[config.mk]
export PLATFORM = sky130hd
export DESIGN_NAME = aska_npg
export DESIGN_NICKNAME = d
export VERILOG_FILES = /design/src/rtl/aska_npg.sv
export SDC_FILE = /design/constraint.sdc
export NUM_CORES = 1
export LEC_CHECK = 0
export ABC_CLOCK_PERIOD_IN_PS = 4800
export CORE_MARGIN = 5
export CORE_UTILIZATION = 49
export DETAILED_ROUTE_END_ITERATION = 6
export PLACE_DENSITY = 0.84
export SYNTH_ARGS = -nofsm -noshare
export SYNTH_HDL_FRONTEND = slang
export SYNTH_SLANG_ARGS = --single-unit
[constraint.sdc]
create_clock -name clk -period 4.8 [get_ports clk]
set_input_delay 1.44 -clock clk [delete_from_list [all_inputs] [get_ports clk]]
set_output_delay 1.44 -clock clk [all_outputs]
set_load 0.01 [all_outputs]
[src/rtl/aska_npg.sv]
// rtl/aska_npg.sv - ASKA biphasic neuromuscular pulse generator with burst and ramp control.
// Optional: define RAMP_DOWN_EN for a symmetric ramp-down at the end of each ON burst.
module aska_npg #(
  parameter int GAP_CYCLES = 1,
  parameter int ACC_W      = 16
) (
  input  logic        clk,
  input  logic        resetn,
  input  logic [11:0] freq,
  input  logic [2:0]  phaseDuration,
  input  logic [5:0]  ramp,
  input  logic [9:0]  ramp_factor,
  input  logic [7:0]  ON_time,
  input  logic [9:0]  OFF_time,
  input  logic [3:0]  electrode1,
  input  logic [3:0]  electrode2,
  input  logic        enable,
  output logic [3:0]  up_switches,
  output logic [3:0]  down_switches,
  output logic [5:0]  level
);

  typedef enum logic [2:0] {IDLE, PHASE_A, GAP, PHASE_B, WAIT} state_t;

  localparam logic [ACC_W-1:0] ACC_MAX = ACC_W'(63 << 4);

  state_t           state;
  logic [15:0]      cyc;
  logic [15:0]      ph;
  logic [11:0]      freq_l;
  logic [2:0]       pd_l;
  logic [3:0]       e1_l;
  logic [3:0]       e2_l;
  logic             valid_l;
  logic             on_phase;
  logic [9:0]       cnt;
  logic [ACC_W-1:0] acc;

  logic             eff_on;
  logic [9:0]       eff_cnt;
  logic             ps_pulse;
  logic [7:0]       ps_k;
  logic             ps_on;
  logic [9:0]       ps_cnt;
  logic [5:0]       r_eff;
  logic [ACC_W-1:0] acc_base;
  logic [ACC_W:0]   acc_sum;
  logic [ACC_W-1:0] acc_new;
  logic             valid_in;
  logic             period_done;
  logic             start_now;

  // Burst bookkeeping for the period about to start; IDLE always opens a fresh ON burst.
  always_comb begin
    eff_on   = (state == IDLE) ? 1'b1 : on_phase;
    eff_cnt  = (state == IDLE) ? 10'd0 : cnt;
    ps_pulse = 1'b0;
    ps_k     = 8'd0;
    ps_on    = eff_on;
    ps_cnt   = eff_cnt;
    if (eff_on && (eff_cnt < {2'b00, ON_time})) begin
      ps_pulse = 1'b1;
      ps_k     = eff_cnt[7:0];
      ps_cnt   = eff_cnt + 10'd1;
    end else if (eff_on ? (OFF_time == 10'd0) : (eff_cnt >= OFF_time)) begin
      if (ON_time != 8'd0) begin
        ps_pulse = 1'b1;
        ps_on    = 1'b1;
        ps_cnt   = 10'd1;
      end else if (OFF_time != 10'd0) begin
        ps_on  = 1'b0;
        ps_cnt = 10'd1;
      end else begin
        ps_on  = 1'b1;
        ps_cnt = 10'd0;
      end
    end else begin
      ps_on  = 1'b0;
      ps_cnt = eff_on ? 10'd1 : eff_cnt + 10'd1;
    end
  end

  // Ramp accumulator step applied at the start of each ON pulse.
  always_comb begin
    r_eff    = (ramp == 6'd0) ? 6'd1 : ramp;
    acc_base = (ps_k == 8'd0) ? '0 : acc;
    acc_sum  = {1'b0, acc_base} + (ACC_W+1)'(ramp_factor);
    acc_new  = acc_base;
    if ({2'b00, r_eff} > ps_k)
      acc_new = (acc_sum > {1'b0, ACC_MAX}) ? ACC_MAX : acc_sum[ACC_W-1:0];
`ifdef RAMP_DOWN_EN
    if (({1'b0, ps_k} + {3'b000, r_eff}) >= {1'b0, ON_time})
      acc_new = (acc_base > ACC_W'(ramp_factor)) ? acc_base - ACC_W'(ramp_factor) : '0;
`else
`endif
  end

  always_comb begin
    valid_in    = (electrode1 != 4'd0) && (electrode2 != 4'd0) &&
                  ((electrode1 & electrode2) == 4'd0);
    period_done = (cyc >= {4'b0000, freq_l});
    start_now   = enable && ((state == IDLE) ||
                             (state == WAIT && period_done) ||
                             (state == PHASE_B && ph == {13'd0, pd_l} && period_done));
  end

  always_ff @(posedge clk or posedge resetn) begin
    if (resetn) begin
      state         <= IDLE;
      cyc           <= '0;
      ph            <= '0;
      freq_l        <= '0;
      pd_l          <= '0;
      e1_l          <= '0;
      e2_l          <= '0;
      valid_l       <= 1'b0;
      on_phase      <= 1'b0;
      cnt           <= '0;
      acc           <= '0;
      up_switches   <= '0;
      down_switches <= '0;
      level         <= '0;
    end else if (!enable) begin
      state         <= IDLE;
      cyc           <= '0;
      ph            <= '0;
      up_switches   <= '0;
      down_switches <= '0;
      level         <= '0;
    end else if (start_now) begin
      cyc      <= '0;
      ph       <= '0;
      freq_l   <= freq;
      pd_l     <= phaseDuration;
      e1_l     <= electrode1;
      e2_l     <= electrode2;
      valid_l  <= valid_in;
      on_phase <= ps_on;
      cnt      <= ps_cnt;
      if (ps_pulse) begin
        state         <= PHASE_A;
        acc           <= acc_new;
        level         <= acc_new[9:4];
        up_switches   <= valid_in ? electrode1 : 4'd0;
        down_switches <= valid_in ? electrode2 : 4'd0;
      end else begin
        state         <= WAIT;
        level         <= '0;
        up_switches   <= '0;
        down_switches <= '0;
      end
    end else begin
      cyc <= cyc + 16'd1;
      case (state)
        PHASE_A: begin
          if (ph == {13'd0, pd_l}) begin
            state         <= GAP;
            ph            <= '0;
            up_switches   <= '0;
            down_switches <= '0;
          end else begin
            ph <= ph + 16'd1;
          end
        end
        GAP: begin
          if (ph == 16'(GAP_CYCLES - 1)) begin
            state         <= PHASE_B;
            ph            <= '0;
            up_switches   <= valid_l ? e2_l : 4'd0;
            down_switches <= valid_l ? e1_l : 4'd0;
          end else begin
            ph <= ph + 16'd1;
          end
        end
        PHASE_B: begin
          if (ph == {13'd0, pd_l}) begin
            state         <= WAIT;
            ph            <= '0;
            up_switches   <= '0;
            down_switches <= '0;
            level         <= '0;
          end else begin
            ph <= ph + 16'd1;
          end
        end
        WAIT: begin
          ph <= '0;
        end
        default: begin
          state <= IDLE;
        end
      endcase
    end
  end

endmodule

==> results.sh <==
export IMPL_ys_types=71
export IMPL_period_minus_slack_ns=4.86
export IMPL_cp_end_kind="register"
export IMPL_cp_max_fo=5
export IMPL_path_buf_inv=5
export IMPL_yosys_warnings=0
export IMPL_cp_arrival_ns=5.07
export IMPL_postSynthCellCount=771
export IMPL_grt_pass1_vias=6227
export IMPL_setup_viol=9
export IMPL_final_max_slew_viol_count=0
export IMPL_drv_cap=0
export IMPL_ys_ff_latch=100
export IMPL_globalplace_congestion=0.866
export IMPL_netlist_area_leader_share=0.374
export IMPL_antenna_found_initial=0
export IMPL_grt_pass1_wl_um=29400
export IMPL_cts_htree_levels=3
export IMPL_fin_ws_ns=-0.0594
export IMPL_clockBufferDepth=2
export IMPL_rsz0062_at_grt="true"
export IMPL_insertion_delay_ns=0.35
export IMPL_root_buffer="clkbuf_16"
export IMPL_synth_area_leader_cell="dfrtp_1"
export IMPL_pre_cts_slack_ns=-0.935
export IMPL_drc=0
export IMPL_track_usage=0.218
export IMPL_max_stage_delay_ns=0.45
export IMPL_ir_worst_vdd_mv=0.322
export IMPL_totalWireLength_um=18400
export IMPL_p_total_w=0.00426
export IMPL_nets=1000
export IMPL_min_path_type="reg -> reg"
export IMPL_grt_remaining_overflow=0
export IMPL_drive_above_1_share=0.196
export IMPL_holdBufCountCts=0
export IMPL_cp_common_cell="buf_4"
export IMPL_cp_cell_sequence="buf_8 -> inv_8 -> ha_4 -> nor2b_4 -> o21a_1 -> nor3_2 -> o2111a_2 -> and3_4 -> and2_4 -> ha_4 -> and2_1 -> a2111oi_4 -> a21oi_2 -> a31oi_2 -> xor2_1 -> buf_4 -> buf_4 -> buf_4 -> o211ai_1 -> o31ai_1 -> o211ai_1"
export IMPL_p_leak_nw=3.94
export IMPL_skew_ns=0.00922
export IMPL_cts_made_buffers=9
export IMPL_synth_area_um2=6690
export IMPL_hold_worst_slack_ns=0.476
export IMPL_synth_edf_count=0
export IMPL_tightest_slew_ns=1.13
export IMPL_synth_area_top_cells="dfrtp_1 (37%), ha_1 (8.4%), nand2_1 (5.7%)"
export IMPL_core_area_um2=13300
export IMPL_p_per_area_nw_per_um2=484
export IMPL_syn_to_final_growth_pct=31.6
export IMPL_seq_area_frac_synth=0.374
export IMPL_boundaryPins=74
export IMPL_clock_sinks=100
export IMPL_hpwl_um=12100
export IMPL_hold_viol=0
export IMPL_cts_tree="built"
export IMPL_critPathTopFamily="compound AO/OA/AOI/OAI gates"
export IMPL_drt_initial_drc_count=545
export IMPL_grt_max_degree=56
export IMPL_status="finished, violations left"
export IMPL_violations="negative setup slack"
export IMPL_fmax_mhz=206
export IMPL_layout_common_cells="nand2_1 (100), dfrtp_1 (100), clkdlybuf4s50_1 (65)"
export IMPL_initial_core_util=0.503
export IMPL_vias_per_cell=5.93
export IMPL_clk_pin_slew_worst_paths_ns=0.07
export IMPL_synth_ff_type="dfrtp_1"
export IMPL_syn_nets=877
export IMPL_synth_area_per_cell_um2=8.68
export IMPL_crit_path_start_kind="input pin"
export IMPL_die_x_um=127
export IMPL_critical_path_class="in -> reg"
export IMPL_io_buffers=73
export IMPL_antenna_cells=0
export IMPL_post_drt_wl_per_cell_um=17.1
export IMPL_dr_pass1_iters=5
export IMPL_antenna_left=0
export IMPL_rows=42
export IMPL_relSlewSlack=0.243
export IMPL_dieArea_um2=16100
export IMPL_crit_slowest_cell="a2111oi_4"
export IMPL_async_flop_share=1.00
export IMPL_fin_crit_sh=1.01
export IMPL_die_h_um=127
export IMPL_vias=6371
export IMPL_worstPathRequired_ns=5.01
[metrics by stage]
step | utilization | TNS, ns | instance area [µm²] | std cells
2_1_floorplan | - | -2.49 | 6890 | 771
3_3_place_gp | 0.611 | -16.46 | 8130 | 1047
3_5_place_dp | 0.611 | -18.39 | 8130 | 1047
4_1_cts | 0.645 | -0.0310 | 8580 | 1068
5_1_grt | 0.663 | -3.01 | 8810 | 1074
6_report | 0.663 | -0.247 | 8810 | 1074
[synthesized netlist by cell type (all sizes together) (16+ instances only)]
cell / number
a211oi: 17
dfrtp: 100
and2: 19
inv: 38
ha: 45
o21ai: 70
a21oi: 26
nand2: 101
nor3: 28
clkbuf: 19
nor2: 58
nand3: 28
nand2b: 16
and3: 25
[kinds of logic (layout without fill, tap and decap cells)]
logic type               Yosys count  count (layout)  synth area share
multiplexers                       2               2           0.00318
flip-flops                       100             100             0.374
XOR/XNOR                          28              28            0.0366
AND/OR/NAND/NOR                  325             326             0.247
AO/OA/AOI/OAI                    199             199             0.207
adder cells (fa/ha/maj)           46              46            0.0871
buffers and inverters             71             197            0.0449
[final cells by class]
class,count,area [µm²]
multi-input cells,601,4290
repair buffers,143,1300
clock inverters,6,111
clock buffers,9,225
inverters,39,159
flip-flops and latches,100,2500
fillers,975,4490
well taps,176,220
[where the power goes]
| part | switching, W | total, W | internal, W |
|---|---|---|---|
| Combinational | 0.00123 | 0.00221 | 0.000976 |
| Clock | 0.000328 | 0.000835 | 0.000508 |
| Sequential | 0.000159 | 0.00122 | 0.00106 |
| Total | 0.00172 | 0.00426 | 0.00255 |
[path summary, 6_finish.rpt]
check,from,end,slack (ns),cells after the start
setup / recovery,ON_time[1],acc[9],-0.06,21
hold / removal,e1_l[2],e1_l[2],0.48,2
setup reg to reg,state[1],acc[9],0.05,21
hold reg to reg,e1_l[2],e1_l[2],0.48,2
max in group asynchronous,resetn,cyc[14],2.44,3
min in group asynchronous,resetn,acc[4],1.54,2
[per-layer routing]
metal	track usage	part of all wire	vias up	routed length (µm)
met5	0	0	-	0
met4	0.0883	0.028	0	520
met3	0.0353	0.072	50	1330
met2	0.354	0.47	302	8610
met1	0.291	0.43	2982	7930
li1	-	-	3037	-
[state kept, by name, summed over array words and instances, names as in the netlist]
name           flops
down_switches      4
on_phase           1
cnt               10
state              3
up_switches        4
ph                16
cyc               16
e2_l               4
level              6
e1_l               4
freq_l            12
valid_l            1
pd_l               3
acc               16
[worst reg2reg max path, delay by kind of cell (launching register included)]
kind	cells	cell delay, ns
buffers and inverters	3	0.32
adder cells (fa/ha/maj)	2	0.49
flip-flops	1	0.41
AO/OA/AOI/OAI	8	1.70
XOR/XNOR	1	0.22
AND/OR/NAND/NOR	7	1.51
[timing repair]
| item | 4_1_cts | 5_1_grt |
|---|---|---|
| setup buffers | 5 | 6 |
| gates cloned | 1 | 0 |
| resized for setup | 42 | 38 |
| hold endpoints to repair | 0 | 0 |
| pin swaps | 25 | 20 |
| setup endpoints to repair | 22 | 22 |
(Power assumes the default switching activity.)
